`src/rtl/vseq_pkg.sv`:
```
// -----------------------------------------------------------------------------
// vseq_pkg
// Shared definitions for the vector-add request sequencer:
//   - state_t          : sequencer FSM states
//   - PIPE_LAT_DEFAULT : default adder-pipeline latency in cycles
//   - SEW_*            : element-width encodings carried on instr_sew/alu_sew
//   - epb()            : elements carried by one datapath beat for a given SEW
// -----------------------------------------------------------------------------
package vseq_pkg;

  typedef enum logic [1:0] {
    IDLE  = 2'd0,
    ISSUE = 2'd1,
    DRAIN = 2'd2
  } state_t;

  localparam int unsigned PIPE_LAT_DEFAULT = 6;

  localparam logic [1:0] SEW_8  = 2'b00;
  localparam logic [1:0] SEW_16 = 2'b01;
  localparam logic [1:0] SEW_32 = 2'b10;
  localparam logic [1:0] SEW_64 = 2'b11;

  // Elements per beat: a beat carries bytes_per_beat bytes, each element is
  // 2**sew bytes wide.
  function automatic int unsigned epb(input int unsigned bytes_per_beat,
                                      input logic [1:0]  sew);
    return bytes_per_beat >> sew;
  endfunction

endpackage

```
`src/rtl/vseq_delay_pipe.sv`:
```
// -----------------------------------------------------------------------------
// vseq_delay_pipe
// Fixed-depth register delay line used to align per-beat control fields with
// operand read data. DEPTH = 0 degenerates to a wire.
// Ports:
//   clk  in  1      : clock
//   rst  in  1      : synchronous active-high reset, clears every stage
//   din  in  WIDTH  : value entering the pipe
//   dout out WIDTH  : value that entered DEPTH cycles earlier
// -----------------------------------------------------------------------------
module vseq_delay_pipe #(
  parameter int unsigned WIDTH = 1,
  parameter int unsigned DEPTH = 1
) (
  input  logic             clk,
  input  logic             rst,
  input  logic [WIDTH-1:0] din,
  output logic [WIDTH-1:0] dout
);

  generate
    if (DEPTH == 0) begin : g_wire
      assign dout = din;
    end else begin : g_pipe
      logic [WIDTH-1:0] stage [DEPTH];

      // NOTE: the stages are cleared on reset, unlike a plain data delay line,
      // so a beat that was in flight cannot emerge after an aborted
      // instruction. Sequential state is always updated with <= so every
      // stage samples its predecessor's old value on the same edge.
      always_ff @(posedge clk) begin
        if (rst) begin
          for (int i = 0; i < int'(DEPTH); i++) begin
            stage[i] <= '0;
          end
        end else begin
          stage[0] <= din;
          for (int i = 1; i < int'(DEPTH); i++) begin
            stage[i] <= stage[i-1];
          end
        end
      end

      assign dout = stage[DEPTH-1];
    end
  endgenerate

endmodule

```
`src/rtl/vadd_req_sequencer.sv`:
```
// -----------------------------------------------------------------------------
// vadd_req_sequencer
// Accepts one vector-add instruction at a time, splits it into datapath beats,
// issues operand reads one beat per unstalled cycle, forwards per-beat control
// to the adder datapath aligned with the read data, then waits for the adder
// pipeline to drain before pulsing done.
//
// Ports:
//   clk, rst                      : clock, synchronous active-high reset
//   instr_valid / instr_ready     : instruction handshake (ready only in IDLE)
//   instr_vl, instr_sew           : element count, element width
//   instr_opsel                   : opcode select
//   instr_carry/avg/mask          : mode flags
//   instr_vs1/vs2/vd              : operand and destination base word addresses
//   stall                         : hold beat issue this cycle
//   rd_en, rd_addr1, rd_addr2     : operand read strobe and addresses
//   alu_valid                     : beat valid to the datapath (RD_LAT after rd_en)
//   alu_sew/opsel/carry/avg/mask  : per-beat copies of the instruction fields
//   alu_addr                      : destination word address of the beat
//   alu_start_idx                 : mask bit offset of the beat's first element
//   alu_req_start / alu_req_end   : first / last beat markers
//   alu_be                        : byte enables (tail-trimmed on a partial beat)
//   busy                          : instruction in ISSUE or DRAIN
//   done                          : completion pulse
//   err                           : rejection pulse (unsupported SEW)
// -----------------------------------------------------------------------------
module vadd_req_sequencer
  import vseq_pkg::*;
#(
  parameter int unsigned DATA_WIDTH    = 64,
  parameter int unsigned ADDR_WIDTH    = 32,
  parameter int unsigned VL_WIDTH      = 16,
  parameter int unsigned OPSEL_WIDTH   = 9,
  parameter int unsigned RD_LAT        = 1,
  parameter int unsigned PIPE_LAT      = PIPE_LAT_DEFAULT,
  parameter bit          ENABLE_64_BIT = 1'b0
) (
  input  logic                    clk,
  input  logic                    rst,

  input  logic                    instr_valid,
  output logic                    instr_ready,
  input  logic [VL_WIDTH-1:0]     instr_vl,
  input  logic [1:0]              instr_sew,
  input  logic [OPSEL_WIDTH-1:0]  instr_opsel,
  input  logic                    instr_carry,
  input  logic                    instr_avg,
  input  logic                    instr_mask,
  input  logic [ADDR_WIDTH-1:0]   instr_vs1,
  input  logic [ADDR_WIDTH-1:0]   instr_vs2,
  input  logic [ADDR_WIDTH-1:0]   instr_vd,

  input  logic                    stall,

  output logic                    rd_en,
  output logic [ADDR_WIDTH-1:0]   rd_addr1,
  output logic [ADDR_WIDTH-1:0]   rd_addr2,

  output logic                    alu_valid,
  output logic [1:0]              alu_sew,
  output logic [OPSEL_WIDTH-1:0]  alu_opsel,
  output logic                    alu_carry,
  output logic                    alu_avg,
  output logic                    alu_mask,
  output logic [ADDR_WIDTH-1:0]   alu_addr,
  output logic [5:0]              alu_start_idx,
  output logic                    alu_req_start,
  output logic                    alu_req_end,
  output logic [DATA_WIDTH/8-1:0] alu_be,

  output logic                    busy,
  output logic                    done,
  output logic                    err
);

  localparam int unsigned BE_W      = DATA_WIDTH / 8;
  localparam int unsigned BE_LOG2   = $clog2(BE_W);
  localparam int unsigned CNT_W     = VL_WIDTH + 1;
  localparam int unsigned OFF_W     = CNT_W + BE_LOG2;
  // The drain counter runs 0..DRAIN_CYC-1; RD_LAT + PIPE_LAT must be >= 2.
  localparam int unsigned DRAIN_CYC = RD_LAT + PIPE_LAT;
  localparam int unsigned DRAIN_W   = $clog2(DRAIN_CYC);

  // Everything the datapath needs about one beat, delayed as a single word.
  typedef struct packed {
    logic                   valid;
    logic [1:0]             sew;
    logic [OPSEL_WIDTH-1:0] opsel;
    logic                   carry;
    logic                   avg;
    logic                   mask;
    logic [ADDR_WIDTH-1:0]  addr;
    logic [5:0]             start_idx;
    logic                   req_start;
    logic                   req_end;
    logic [BE_W-1:0]        be;
  } beat_t;

  // Latched instruction
  state_t                 state;
  logic [VL_WIDTH-1:0]    vl_q;
  logic [1:0]             sew_q;
  logic [OPSEL_WIDTH-1:0] opsel_q;
  logic                   carry_q;
  logic                   avg_q;
  logic                   mask_q;
  logic [ADDR_WIDTH-1:0]  vs1_q;
  logic [ADDR_WIDTH-1:0]  vs2_q;
  logic [ADDR_WIDTH-1:0]  vd_q;

  // Sequencing state
  logic [CNT_W-1:0]       beat_q;
  logic [CNT_W-1:0]       last_q;
  logic [DRAIN_W-1:0]     drain_q;
  logic                   done_q;
  logic                   err_q;

  // Combinational helpers
  logic                   accept;
  logic                   reject_new;
  logic [OFF_W-1:0]       epb_new;
  logic [OFF_W-1:0]       vl_pad;
  logic [CNT_W-1:0]       beats_new;
  logic                   issue;
  logic [OFF_W-1:0]       epb_cur;
  logic [OFF_W-1:0]       elem_off;
  logic [OFF_W-1:0]       rem;
  logic [OFF_W-1:0]       rem_bytes;
  logic                   partial;
  logic [BE_W-1:0]        be_beat;
  beat_t                  beat_in;
  beat_t                  beat_out;

  // ---------------------------------------------------------------------------
  // Handshake and instruction decode
  // ---------------------------------------------------------------------------
  // A done pulse is still in flight during its own cycle, so the next
  // instruction waits one more cycle even if the FSM is already in IDLE
  // (zero-length instruction case).
  assign instr_ready = (state == IDLE) && !done_q;
  assign accept      = instr_valid && instr_ready;
  assign reject_new  = (instr_sew == SEW_64) && !ENABLE_64_BIT;

  // Beat count = ceil(vl / epb); epb is a power of two so the divide is a shift.
  always_comb begin
    epb_new   = OFF_W'(epb(BE_W, instr_sew));
    vl_pad    = OFF_W'(instr_vl) + epb_new - OFF_W'(1);
    beats_new = CNT_W'(vl_pad >> (BE_LOG2 - int'(instr_sew)));
  end

  // ---------------------------------------------------------------------------
  // FSM
  // ---------------------------------------------------------------------------
  always_ff @(posedge clk) begin
    if (rst) begin
      state   <= IDLE;
      vl_q    <= '0;
      sew_q   <= '0;
      opsel_q <= '0;
      carry_q <= 1'b0;
      avg_q   <= 1'b0;
      mask_q  <= 1'b0;
      vs1_q   <= '0;
      vs2_q   <= '0;
      vd_q    <= '0;
      beat_q  <= '0;
      last_q  <= '0;
      drain_q <= '0;
      done_q  <= 1'b0;
      err_q   <= 1'b0;
    end else begin
      done_q <= 1'b0;
      err_q  <= 1'b0;
      case (state)
        IDLE: begin
          if (accept) begin
            vl_q    <= instr_vl;
            sew_q   <= instr_sew;
            opsel_q <= instr_opsel;
            carry_q <= instr_carry;
            avg_q   <= instr_avg;
            mask_q  <= instr_mask;
            vs1_q   <= instr_vs1;
            vs2_q   <= instr_vs2;
            vd_q    <= instr_vd;
            beat_q  <= '0;
            last_q  <= beats_new - CNT_W'(1);
            if (reject_new) begin
              err_q <= 1'b1;
            end else if (instr_vl == '0) begin
              // Nothing to issue or drain: complete straight from IDLE.
              done_q <= 1'b1;
            end else begin
              state <= ISSUE;
            end
          end
        end

        ISSUE: begin
          if (!stall) begin
            beat_q <= beat_q + CNT_W'(1);
            if (beat_q == last_q) begin
              state   <= DRAIN;
              drain_q <= '0;
            end
          end
        end

        DRAIN: begin
          // DRAIN lasts RD_LAT + PIPE_LAT cycles; done is registered, so it is
          // raised one count early to land in the final DRAIN cycle.
          drain_q <= drain_q + DRAIN_W'(1);
          if (drain_q == DRAIN_W'(DRAIN_CYC - 2)) begin
            done_q <= 1'b1;
          end
          if (drain_q == DRAIN_W'(DRAIN_CYC - 1)) begin
            state <= IDLE;
          end
        end

        default: state <= IDLE;
      endcase
    end
  end

  assign busy = (state != IDLE);
  assign done = done_q;
  assign err  = err_q;

  // ---------------------------------------------------------------------------
  // Beat issue
  // ---------------------------------------------------------------------------
  assign issue    = (state == ISSUE) && !stall;
  assign rd_en    = issue;
  assign rd_addr1 = issue ? vs1_q + ADDR_WIDTH'(beat_q) : '0;
  assign rd_addr2 = issue ? vs2_q + ADDR_WIDTH'(beat_q) : '0;

  // First element of the beat, elements still remaining, and tail trimming.
  always_comb begin
    epb_cur   = OFF_W'(epb(BE_W, sew_q));
    elem_off  = OFF_W'(beat_q) << (BE_LOG2 - int'(sew_q));
    rem       = OFF_W'(vl_q) - elem_off;
    partial   = (beat_q == last_q) && (rem < epb_cur);
    rem_bytes = rem << sew_q;
    for (int i = 0; i < int'(BE_W); i++) begin
      be_beat[i] = !partial || (OFF_W'(i) < rem_bytes);
    end
  end

  // NOTE: every field gets a default before the conditional fill, which keeps
  // this block purely combinational and also forces all alu_* fields to zero
  // on cycles that carry no beat.
  always_comb begin
    beat_in = '0;
    if (issue) begin
      beat_in.valid     = 1'b1;
      beat_in.sew       = sew_q;
      beat_in.opsel     = opsel_q;
      beat_in.carry     = carry_q;
      beat_in.avg       = avg_q;
      beat_in.mask      = mask_q;
      beat_in.addr      = vd_q + ADDR_WIDTH'(beat_q);
      beat_in.start_idx = elem_off[5:0];
      beat_in.req_start = (beat_q == '0);
      beat_in.req_end   = (beat_q == last_q);
      beat_in.be        = be_beat;
    end
  end

  // Control travels alongside the operand read so it meets the read data.
  vseq_delay_pipe #(
    .WIDTH ($bits(beat_t)),
    .DEPTH (RD_LAT)
  ) u_delay (
    .clk  (clk),
    .rst  (rst),
    .din  (beat_in),
    .dout (beat_out)
  );

  assign alu_valid     = beat_out.valid;
  assign alu_sew       = beat_out.sew;
  assign alu_opsel     = beat_out.opsel;
  assign alu_carry     = beat_out.carry;
  assign alu_avg       = beat_out.avg;
  assign alu_mask      = beat_out.mask;
  assign alu_addr      = beat_out.addr;
  assign alu_start_idx = beat_out.start_idx;
  assign alu_req_start = beat_out.req_start;
  assign alu_req_end   = beat_out.req_end;
  assign alu_be        = beat_out.be;

endmodule

```
`config.mk`:
```
export PLATFORM = sky130hd
export DESIGN_NAME = vadd_req_sequencer
export DESIGN_NICKNAME = d
export VERILOG_FILES = /design/src/rtl/vseq_pkg.sv /design/src/rtl/vseq_delay_pipe.sv /design/src/rtl/vadd_req_sequencer.sv
export SDC_FILE = /design/constraint.sdc
export NUM_CORES = 1
export LEC_CHECK = 0
export CAP_MARGIN = 10
export CORE_MARGIN = 2
export CORE_UTILIZATION = 54
export DETAILED_ROUTE_END_ITERATION = 12
export HOLD_SLACK_MARGIN = 0.12
export PLACE_DENSITY_LB_ADDON = 0.1
export SYNTH_ARGS = -nofsm -noshare
export SYNTH_HDL_FRONTEND = slang
export SYNTH_SLANG_ARGS = --single-unit
```
`constraint.sdc`:
```
create_clock -name clk -period 6.95 [get_ports clk]
set_clock_uncertainty 0.1 [all_clocks]
set_input_delay 1.7375 -clock clk [delete_from_list [all_inputs] [get_ports clk]]
set_output_delay 1.7375 -clock clk [all_outputs]
set_load 0.03 [all_outputs]
```
==> impl_results.md <==
* Status: finished clean
* Gr ovfl total at 0
* Row count at 60
* Net count after synthesis at 2200
* RSZ-0062 raised after global routing: false
* CTS tree: built
* Critical Path Start Type: register
* Vias in the first global route at about 14000
* Seq pwr share at a little under 40%
* Routed vias at around 15000
* Pin count of the biggest net entering global routing at between 70 and 80
* Critical path type: register to output port
* Setup TNS at 0 ns
* Cell chosen for the clock root: clkbuf_16
* Slowest CP cell: or4b_2
* Share of cells above drive strength 1 at slightly below 5%
* Core Region at 26950 sq um
* Pint at around 0.0026 W
* CP max FO at 11
* Initial antenna violation count at 2
* EDFF count, synth at 0
* Worst R2R Path Depth at 17
* Leakage at approximately 7.3 nW
* Ports at 262
* Worst r2r dst: u_delay.g_pipe.stage[0][1]
* Reg2Reg Launch Point: sew_q[1]
* CTS Sinks at 230
* Sequential-to-total area share from yosys stat at between 30% and 40%
* Final Hold Fails at 0
* Most frequent CP cell: a21oi_1
* Final ANT Viol Nets at 0
* Drt first pass iters at 5
* Flops & latches, synth at 230
* Die Ht at roughly 170 um
* Clk pwr share at between 30% and 40%
* CTS Hold Bufs at 0
* Setup-violating endpoint count in the final report at 0
* Sw Pwr at between 0.001 and 0.0015 W
* Syn_area_per_cell at about 7.6 sq um
* CP max stage delay at about 0.69 ns
* Synthesized area at 14850 sq um
* Post-CTS setup buffer count at 0
* Power Density at 197.6 nW/um^2
* Reg-to-reg slack, setup at approximately 2.3 ns
* First-pass GRT wire length at around 69000 um
* Initial drt markers at ~1100
* Yosys top cell area share at a little under a third
* Final net count at approximately 2400
* Top post-synthesis cells by area: dfxtp_1 (31%), ha_1 (8.6%), nand2_1 (8.5%)
* # port buffers at ~260
* Sw frac at around 30%
* Hold Crit Class: register to register
* Crit path cell chain: ha_1 > a21oi_1 > o21bai_1 > a21oi_1 > o21ai_1 > a211o_1 > a2111oi_0 > o31ai_1 > nand2b_1 > or4b_2 > a21oi_1 > clkdlybuf4s50_1
* FFs w/ async S/R, synth at 0%
* WHS at 0.3482 ns
* HPWL Detailed at about 32000 um
* Clk buf depth at 3
* Final slew viol count at 0
* Worst Hold End: u_delay.g_pipe.stage[0][54]
* Clk pin slew, worst setup/hold paths at roughly 0.05 ns
* Final std cells w/o fill at ~2500
* Worst slew margin at between 30% and 40%
* Die area at slightly below 30000 sq um
* Max Freq at between 150 and 200 MHz
* Combinational share of power at around 23%
* Syn Inst Count at a little under 2000
* Worst Setup End Kind: output port
* Final period util at 94.83%
* Wire length per cell at roughly 17 um
* TritonCTS buffer count at 27
* Minimum clock period at 6.591 ns
* P&R area growth vs syn at 24.79%
* HP Start: opsel_q[3]
* H-tree levels at 1
* Worst-Margin Slew at 0.9970 ns
* Synth cell types at 86
* Cell taking the most area after synthesis: dfxtp_1
* Top Family by Delay on Critical Path: compound AO/OA/AOI/OAI gates
* Hold path cells at 1
* Vias/cell at approximately 5.9
* Most used DFF post-synth: dfxtp_1
* Post-route DRC at 0
* Dpl cells at 2478
* Clk_lat worst skew at between 0.5 and 0.6 ns
* Maximum vdd drop at 0.2035 mV
* Starting Density at a little under three fifths
* Critical path arrival at between 4 and 5 ns
* Die X at 169.8 um
* DRT Wirelength at roughly 44000 um
* Ys Warns at 0
* GRT Total Usage at 29.38%
* Crit path required time at between 5 and 6 ns
* Max-cap check violation count at 0
* Buf+Inv Stages, Crit Path at 1
* GP Congestion at around 0.90
cell usage after synthesis (10+ instances only):
cell type and instances:
o21a_1 13, a21o_1 22, and2_1 27, mux2i_1 17, dfxtp_1 230, nor3_1 32, a21oi_1 244, nor4_1 17
nor2b_1 18, xor2_1 76, nor2_1 173, nand2_1 338, nand3_1 31, and3_1 24, buf_1 11, mux2_2 11
a31oi_1 15, inv_1 87, o31ai_1 10, o21ai_0 73, nand4_1 24, a211oi_1 23, ha_1 102, clkbuf_1 89
nand2b_1 24, xnor2_1 41, or3_1 29, o211ai_1 14
state kept, by name, summed over array words and instances (netlist names):
register,flops
u_delay.g_pipe.stage,63
vd_q,32
vs1_q,32
vs2_q,32
beat_q,17
last_q,17
vl_q,16
opsel_q,9
drain_q,3
sew_q,2
state,2
avg_q,1
carry_q,1
done,1
err,1
mask_q,1
routing by layer:
| layer | share of wire, % | track usage [%] | up-vias |
|---|---|---|---|
| met3 | 6.0 | 3.767 | 100 |
| met1 | 43 | 37.61 | 6940 |
| met5 | 0 | 0 | - |
| met2 | 48 | 50.45 | 507 |
| met4 | 3.4 | 11.45 | 0 |
| li1 | - | - | 7237 |
cell usage in the layout (no fill, tap or decap), types with 29 or more instances in the layout:
| cell type | n |
|---|---|
| a21oi_1 | 244 |
| clkdlybuf4s50_1 | 260 |
| dfxtp_1 | 230 |
| ha_1 | 102 |
| inv_1 | 87 |
| nand2_1 | 337 |
| nand3_1 | 31 |
| nor2_1 | 172 |
| nor3_1 | 32 |
| o21ai_0 | 72 |
| or3_1 | 29 |
| xnor2_1 | 41 |
| xor2_1 | 76 |
worst register-to-register path, stage by stage, from the launching register on:
cell,delay [ns]
dfxtp_1,0.49
buf_4,0.33
nor2_1,0.16
a22oi_1,0.37
ha_1,0.23
o21ai_0,0.10
a21boi_0,0.44
nor2_1,0.19
ha_1,0.26
a21oi_1,0.12
nand4_1,0.10
nor4_1,0.31
nand4_1,0.13
nor2_1,0.12
nand4_1,0.10
a2111oi_0,0.39
and4_1,0.44
a31oi_1,0.14
final cells by class:
cell class / instances / area (sq um)
Sequential cell: 230 / 4604
Fill cell: 2291 / 8422
Antenna cell: 2 / 5.005
Clock buffer: 40 / 774.5
Inverter: 88 / 330.3
Tap cell: 341 / 426.7
Timing Repair Buffer: 281 / 2773
Clock inverter: 7 / 97.59
Multi-Input combinational cell: 1538 / 9518
metrics by stage:
step	total power (W)	setup slack, ns	util (%)	area (sq um)
floorplan	0.002018	1.106	-	14850
global placement	0.002261	0.6729	65.50	17650
detailed placement	0.002279	0.5819	65.50	17650
CTS	0.003670	0.2489	68.73	18520
global route	0.003826	0.06712	68.75	18530
finish	0.003661	0.3591	68.75	18530
power groups by stage:
stage	Clock [W]	Sequential [W]	Combinational, W
2_1_floorplan	0	0.00146	0.000555
3_3_place_gp	0	0.00147	0.000795
3_5_place_dp	0	0.00147	0.000811
4_1_cts	0.00141	0.00144	0.000817
5_1_grt	0.00147	0.00145	0.000903
6_report	0.00139	0.00144	0.000825
how the worst max path moves through the flow:
stage                       from            to  slack (ns)  depth (start not counted)
global placement    instr_sew[0]    last_q[11]        0.67                         16
finish                 beat_q[2]  rd_addr2[28]        0.36                         12
floorplan           instr_sew[0]    last_q[11]        1.11                         16
CTS                    beat_q[0]  rd_addr1[28]        0.25                         14
detailed placement  instr_sew[0]     last_q[9]        0.58                         18
global route           beat_q[0]  rd_addr2[28]        0.07                         14
cell families (layout without fill, tap and decap cells):
logic type | Yosys count | count (layout) | synth area share [%]
compound gates | 494 | 494 | 20.33
xor+xnor | 118 | 118 | 7.087
fa+ha+maj | 107 | 107 | 9.269
buf+inv | 195 | 416 | 4.989
flops | 230 | 230 | 31.01
mux | 32 | 32 | 2.587
other cells | 0 | 2 | 0
simple gates | 787 | 787 | 24.72
repair_timing:
item / CTS / global route
endpoints found under the hold margin: 0 / 0
resized for setup: 0 / 1
setup endpoints to repair: 0 / 5
No activity file was read; power rests on OpenSTA's default activity.
